[src/rtl/if_id_stage.sv]
// rtl/if_id_stage.sv - IF/ID pipeline register with immediate-field slicer and extender select
//
// Purpose:
//   Holds one fetched instruction and its PC between the fetch unit and the ID
//   stage. Acceptance uses a valid/ready handshake. The ID side can stall the
//   stage. A branch/jump redirect flushes it. From the held instruction the
//   stage slices the six raw immediate fields. It also decodes the one-hot
//   EXTOp select used by the ID-stage immediate extender.
//
// Optional feature:
//   IFID_ILLEGAL_DET_EN - when defined, adds the `illegal` output. It flags a
//   valid held instruction whose opcode is not an RV32I opcode.
//
// Ports:
//   clk         in   1      rising-edge clock
//   rst         in   1      synchronous active-high reset
//   in_valid    in   1      fetch offers an instruction
//   in_ready    out  1      stage accepts this cycle (!out_valid || out_ready)
//   in_pc       in   PC_W   PC of offered instruction
//   in_instr    in   32     offered instruction
//   flush       in   1      kill held and offered instruction
//   out_valid   out  1      held instruction valid toward ID
//   out_ready   in   1      ID consumes held instruction (low = stall)
//   pc_out      out  PC_W   held PC
//   instr_out   out  32     held instruction
//   iimm_shamt  out  5      instr_out[24:20]
//   iimm        out  12     instr_out[31:20]
//   simm        out  12     {instr_out[31:25], instr_out[11:7]}
//   bimm        out  12     {instr_out[31], instr_out[7], instr_out[30:25], instr_out[11:8]}
//   uimm        out  20     instr_out[31:12]
//   jimm        out  20     {instr_out[31], instr_out[19:12], instr_out[20], instr_out[30:21]}
//   EXTOp       out  6      one-hot extender select, zero when out_valid=0
//   illegal     out  1      (IFID_ILLEGAL_DET_EN only) illegal opcode held

module if_id_stage #(
  parameter int          PC_W      = 32,
  parameter logic [31:0] NOP_INSTR = 32'h00000013
) (
  input  logic            clk,
  input  logic            rst,
  input  logic            in_valid,
  output logic            in_ready,
  input  logic [PC_W-1:0] in_pc,
  input  logic [31:0]     in_instr,
  input  logic            flush,
  output logic            out_valid,
  input  logic            out_ready,
  output logic [PC_W-1:0] pc_out,
  output logic [31:0]     instr_out,
  output logic [4:0]      iimm_shamt,
  output logic [11:0]     iimm,
  output logic [11:0]     simm,
  output logic [11:0]     bimm,
  output logic [19:0]     uimm,
  output logic [19:0]     jimm,
  output logic [5:0]      EXTOp
`ifdef IFID_ILLEGAL_DET_EN
  ,
  output logic            illegal
`endif
);

  // One-hot extender select encodings shared with the ID-stage extender.
  localparam logic [5:0] EXT_CTRL_ITYPE_SHAMT = 6'b000001;
  localparam logic [5:0] EXT_CTRL_ITYPE       = 6'b000010;
  localparam logic [5:0] EXT_CTRL_STYPE       = 6'b000100;
  localparam logic [5:0] EXT_CTRL_BTYPE       = 6'b001000;
  localparam logic [5:0] EXT_CTRL_UTYPE       = 6'b010000;
  localparam logic [5:0] EXT_CTRL_JTYPE       = 6'b100000;

  // RV32I major opcodes.
  localparam logic [6:0] OP_IMM   = 7'b0010011;
  localparam logic [6:0] OP_LOAD  = 7'b0000011;
  localparam logic [6:0] OP_JALR  = 7'b1100111;
  localparam logic [6:0] OP_STORE = 7'b0100011;
  localparam logic [6:0] OP_BR    = 7'b1100011;
  localparam logic [6:0] OP_LUI   = 7'b0110111;
  localparam logic [6:0] OP_AUIPC = 7'b0010111;
  localparam logic [6:0] OP_JAL   = 7'b1101111;
`ifdef IFID_ILLEGAL_DET_EN
  localparam logic [6:0] OP_REG   = 7'b0110011;
  localparam logic [6:0] OP_FENCE = 7'b0001111;
  localparam logic [6:0] OP_SYS   = 7'b1110011;
`endif

  // funct3 values that select the shift-immediate forms of OP-IMM.
  localparam logic [2:0] F3_SLLI  = 3'b001;
  localparam logic [2:0] F3_SRXI  = 3'b101;

  logic       load_en;
  logic [6:0] opcode;
  logic [2:0] funct3;
  logic [5:0] ext_sel;

  // Ready depends only on held state, never on in_valid or flush. This keeps
  // the fetch-side handshake free of combinational loops.
  assign in_ready = !out_valid || out_ready;
  assign load_en  = in_valid && in_ready;

  // Pipeline register. Flush outranks everything except reset. An offered
  // instruction is dropped even when the handshake would have accepted it.
  // pc_out is left alone on flush because nothing downstream reads it while
  // out_valid is low.
  always_ff @(posedge clk) begin
    if (rst) begin
      out_valid <= 1'b0;
      pc_out    <= '0;
      instr_out <= NOP_INSTR;
    end else if (flush) begin
      out_valid <= 1'b0;
      instr_out <= NOP_INSTR;
    end else if (load_en) begin
      out_valid <= 1'b1;
      pc_out    <= in_pc;
      instr_out <= in_instr;
    end else if (out_valid && out_ready) begin
      out_valid <= 1'b0;
    end
  end

  // Raw immediate fields. They are sliced without sign extension, which the
  // ID-stage extender applies according to EXTOp.
  assign iimm_shamt = instr_out[24:20];
  assign iimm       = instr_out[31:20];
  assign simm       = {instr_out[31:25], instr_out[11:7]};
  assign bimm       = {instr_out[31], instr_out[7], instr_out[30:25], instr_out[11:8]};
  assign uimm       = instr_out[31:12];
  assign jimm       = {instr_out[31], instr_out[19:12], instr_out[20], instr_out[30:21]};

  assign opcode = instr_out[6:0];
  assign funct3 = instr_out[14:12];

  always_comb begin
    ext_sel = 6'b0;
    unique case (opcode)
      OP_IMM: begin
        if (funct3 == F3_SLLI || funct3 == F3_SRXI) begin
          ext_sel = EXT_CTRL_ITYPE_SHAMT;
        end else begin
          ext_sel = EXT_CTRL_ITYPE;
        end
      end
      OP_LOAD, OP_JALR: ext_sel = EXT_CTRL_ITYPE;
      OP_STORE:         ext_sel = EXT_CTRL_STYPE;
      OP_BR:            ext_sel = EXT_CTRL_BTYPE;
      OP_LUI, OP_AUIPC: ext_sel = EXT_CTRL_UTYPE;
      OP_JAL:           ext_sel = EXT_CTRL_JTYPE;
      default:          ext_sel = 6'b0;
    endcase
  end

  // A bubble (including the NOP left by reset/flush) must not steer the
  // extender.
  assign EXTOp = out_valid ? ext_sel : 6'b0;

`ifdef IFID_ILLEGAL_DET_EN
  logic opcode_legal;

  always_comb begin
    opcode_legal = 1'b0;
    case (opcode)
      OP_IMM, OP_LOAD, OP_JALR, OP_STORE, OP_BR,
      OP_LUI, OP_AUIPC, OP_JAL, OP_REG, OP_FENCE, OP_SYS: opcode_legal = 1'b1;
      default:                                             opcode_legal = 1'b0;
    endcase
  end

  assign illegal = out_valid && !opcode_legal;
`endif

endmodule

[config.mk]
export PLATFORM = sky130hd
export DESIGN_NAME = if_id_stage
export DESIGN_NICKNAME = d
export VERILOG_FILES = /design/src/rtl/if_id_stage.sv
export SDC_FILE = /design/constraint.sdc
export NUM_CORES = 1
export LEC_CHECK = 0
export ABC_AREA = 0
export BUFFER_PORTS_ARGS = -buffer_cell sky130_fd_sc_hd__buf_2
export CAP_MARGIN = 30
export CORE_ASPECT_RATIO = 1.5
export CORE_MARGIN = 3
export CORE_UTILIZATION = 33
export DETAILED_ROUTE_END_ITERATION = 10
export GPL_TIMING_DRIVEN = 0
export HOLD_SLACK_MARGIN = 0.08
export PLACE_DENSITY = 0.66
export RECOVER_POWER = 100
export SLEW_MARGIN = 20
export SYNTH_ARGS = -nofsm -noshare
export SYNTH_HDL_FRONTEND = slang
export SYNTH_SLANG_ARGS = --single-unit
[constraint.sdc]
create_clock -name clk -period 1.7 [get_ports clk]
set_input_delay 0.085 -clock clk [delete_from_list [all_inputs] [get_ports clk]]
set_output_delay 0.085 -clock clk [all_outputs]
set_load 0.1 [all_outputs]
==> qor.yml <==
timing:
  slew_headroom_pct: 62.4
  skew_ps: 6.00
  hold_violations: 0
  worst_hold_slack_ps: 97.9
  finalWorstSetupSlack_ps: -161
  drv_slew: 0
  setup-tns-final_ps: -268
  max_clock_freq_ghz: 0.537
  grt_setup_unrepaired: "true"
  min_period_over_period_pct: 109
  setup-violations-final: 2
  finalCriticalPeriod_ps: 1860
  max_slew.worst_pin.slew_ps: 566
final_layout:
  layout_commonest_cell: "buf_2"
  layout.cells.non_filler: 781
  area_growth_pct: 62.4
  fin_area_sq_um: 5380
  drive_above_1_share_pct: 53.0
  final_cell_mix: "170 x buf_2, 89 x buf_4, 64 x o21ai_0, 62 x a21oi_1, 56 x dfxtp_1"
  utilization_pct: 55.2
  antennaDiodeCount: 0
  nNetsFinal: 731
clocking:
  cts_made_buffers: 9
  cts_tree: "built"
  clkSinkCount: 65
  clockBufferDepth: 2
  path_clk_slew_ps: 50
  clk_latency_ps: 320
  htreeDepth: 3
  cts_root_buf: "clkbuf_16"
min_path:
  whs_path_depth: 3
  worstHoldStart: "in_pc[19]"
  hp-class: "primary input to flip-flop"
  hold_end: "pc_out[19]"
detailed_routing:
  met2_length_um: 5530
  ant_nets: 0
  firstDrtPassIters: 5
  viasPerCell: 4.61
  vias: 3604
  drt_wl_total_um: 10500
  top_layer: "met4"
  drt-initial-drc-count: 81
  wl_per_cell_um: 13.5
  dr_wl_met3_um: 890
  wl_met1_um: 3980
  route.detailed.drc: 0
pwr:
  vdd_drop_max_uv: 532
  power_density_nw_per_um2: 904
  leakagePower_nw: 2.73
  total_power_mw: 4.87
synth:
  syn_avg_cell_area_sq_um: 8.41
  synth_compound_area_share_pct: 19.3
  synth_fa_ha_area_share_pct: 0
  yosysUniqueCellTypes: 25
  syn-cell-area_sq_um: 3310
  synth-simple-area-share_pct: 17.4
  ys_seq_elements: 65
  synth_top_family_by_area: "buffers and inverters"
  synth_xor_area_share_pct: 0
  muxShareOfSynthArea_pct: 0
  yosysTopAreaCellShare_pct: 39.3
  synth_cells: 394
  synthTopCellsByArea: "dfxtp_1 39%, buf_4 19%, o21ai_0 9.7%, a21oi_1 9.4%, or3b_1 8.5%"
  synth_nets: 463
  synth-seq-area-share_pct: 39.3
  yosys.area.top_type: "dfxtp_1"
  synth.yosys.warnings: 0
critical_path:
  cp-end-kind: "primary output"
  arrival_ps: 1780
  reg2reg_depth: 5
  max_stage_delay_ps: 360
  worst-setup-path-type: "flip-flop to primary output"
  critical_path_required_ps: 1620
  critPathLaunchType: "flip-flop"
  r2r_start: "out_valid"
  cp_slowest_cell: "or3_4"
  timing.reg2reg.setup_slack_ps: 130
  path_max_fanout: 2
  reg2reg_to: "instr_out[31]"
  crit_chain: "nand4bb_4 -> or3_4 -> nor4b_4 -> buf_6"
die:
  ios: 222
  die-width_um: 87.8
  die_area_sq_um: 11300
  die_h_um: 129
  coreArea_sq_um: 9740
  start_util_pct: 34.0
  rows: 44
grt:
  grt_pass1_wl_um: 15600
  antenna_found_initial: 0
  grt_pass1_vias: 3256
  track_usage_pct: 17.4
  grt_max_degree: 17
  grt_overflow_total: 0
placed_design:
  placed_area_sq_um: 4680
  hpwl_um: 8030
  post-place-ws_ps: -117
  dp_cells: 728
  numPortBuffers: 219
  routabilityCongestion: 0.741
status:
  status: "finished with violations"
  violations: "negative setup slack"
run:
  maxCapViolCount: 0
cell usage after synthesis:
master and count:
a21oi_1 62, and2b_4 1, buf_1 3, buf_2 7, buf_4 83, buf_6 4, clkbuf_1 19, dfxtp_1 65
inv_1 2, inv_2 1, nand2_1 2, nand2b_2 1, nand3_1 33, nand3b_1 5, nand4b_1 1, nand4bb_1 1
nor2_1 1, nor3_1 2, nor4_1 1, nor4b_2 1, o21ai_0 64, o32ai_1 1, or2_2 1, or3_1 1
or3b_1 32
per-layer routing:
metal  vias to the layer above  GRT usage, %
met4                         0          5.24
met5                         -             0
met2                       159          32.3
met1                      1612          18.6
li1                       1827             -
met3                         6          4.87
worst max path at each step:
stage                 startpoint  endpoint  slack (ps)  depth (start not counted)
global route        instr_out[3]  EXTOp[0]        -220                          4
detailed placement  instr_out[2]  EXTOp[0]        -120                          4
finish              instr_out[3]  EXTOp[0]        -160                          4
global placement    instr_out[2]  EXTOp[0]        -110                          4
CTS                 instr_out[3]  EXTOp[0]        -260                          4
floorplan           instr_out[2]  EXTOp[0]        -610                          3
cell type report:
cell class	count	area, sq um
tap	115	144
fill	910	4360
buffer	115	783
inverter	3	11.3
multi-input combinational	210	1310
clock inverter	2	11.3
timing repair buffer	258	1520
clock buffer	13	270
sequential	65	1330
power breakdown:
part | switching [mW] | leakage, nW | internal (mW)
Sequential | 0.0520 | 0.535 | 1.58
Clock | 0.626 | 0.142 | 1.10
Combinational | 1.15 | 2.05 | 0.365
kinds of logic after synthesis:
group | count (synthesis)
simple gates | 83
compound gates | 127
buf+inv | 119
flops | 65
state kept, by name, indices dropped and copies added, names as in the netlist:
signal / flops
instr_out: 32
pc_out: 32
out_valid: 1
critical path: cells and delay by family, from the launching register on:
kind / cells / cell delay (ps)
simple gates: 3 / 850
flops: 1 / 340
buf+inv: 1 / 260
repair_timing:
item                                    in CTS  in global routing
setup buffers                                4                  0
hold buffers                                35                  0
endpoints found under the setup margin       6                 14
resized for setup                           12                  5
pin swaps                                    4                  2
endpoints found under the hold margin       34                  0
Power figures use the tool's default switching activity.
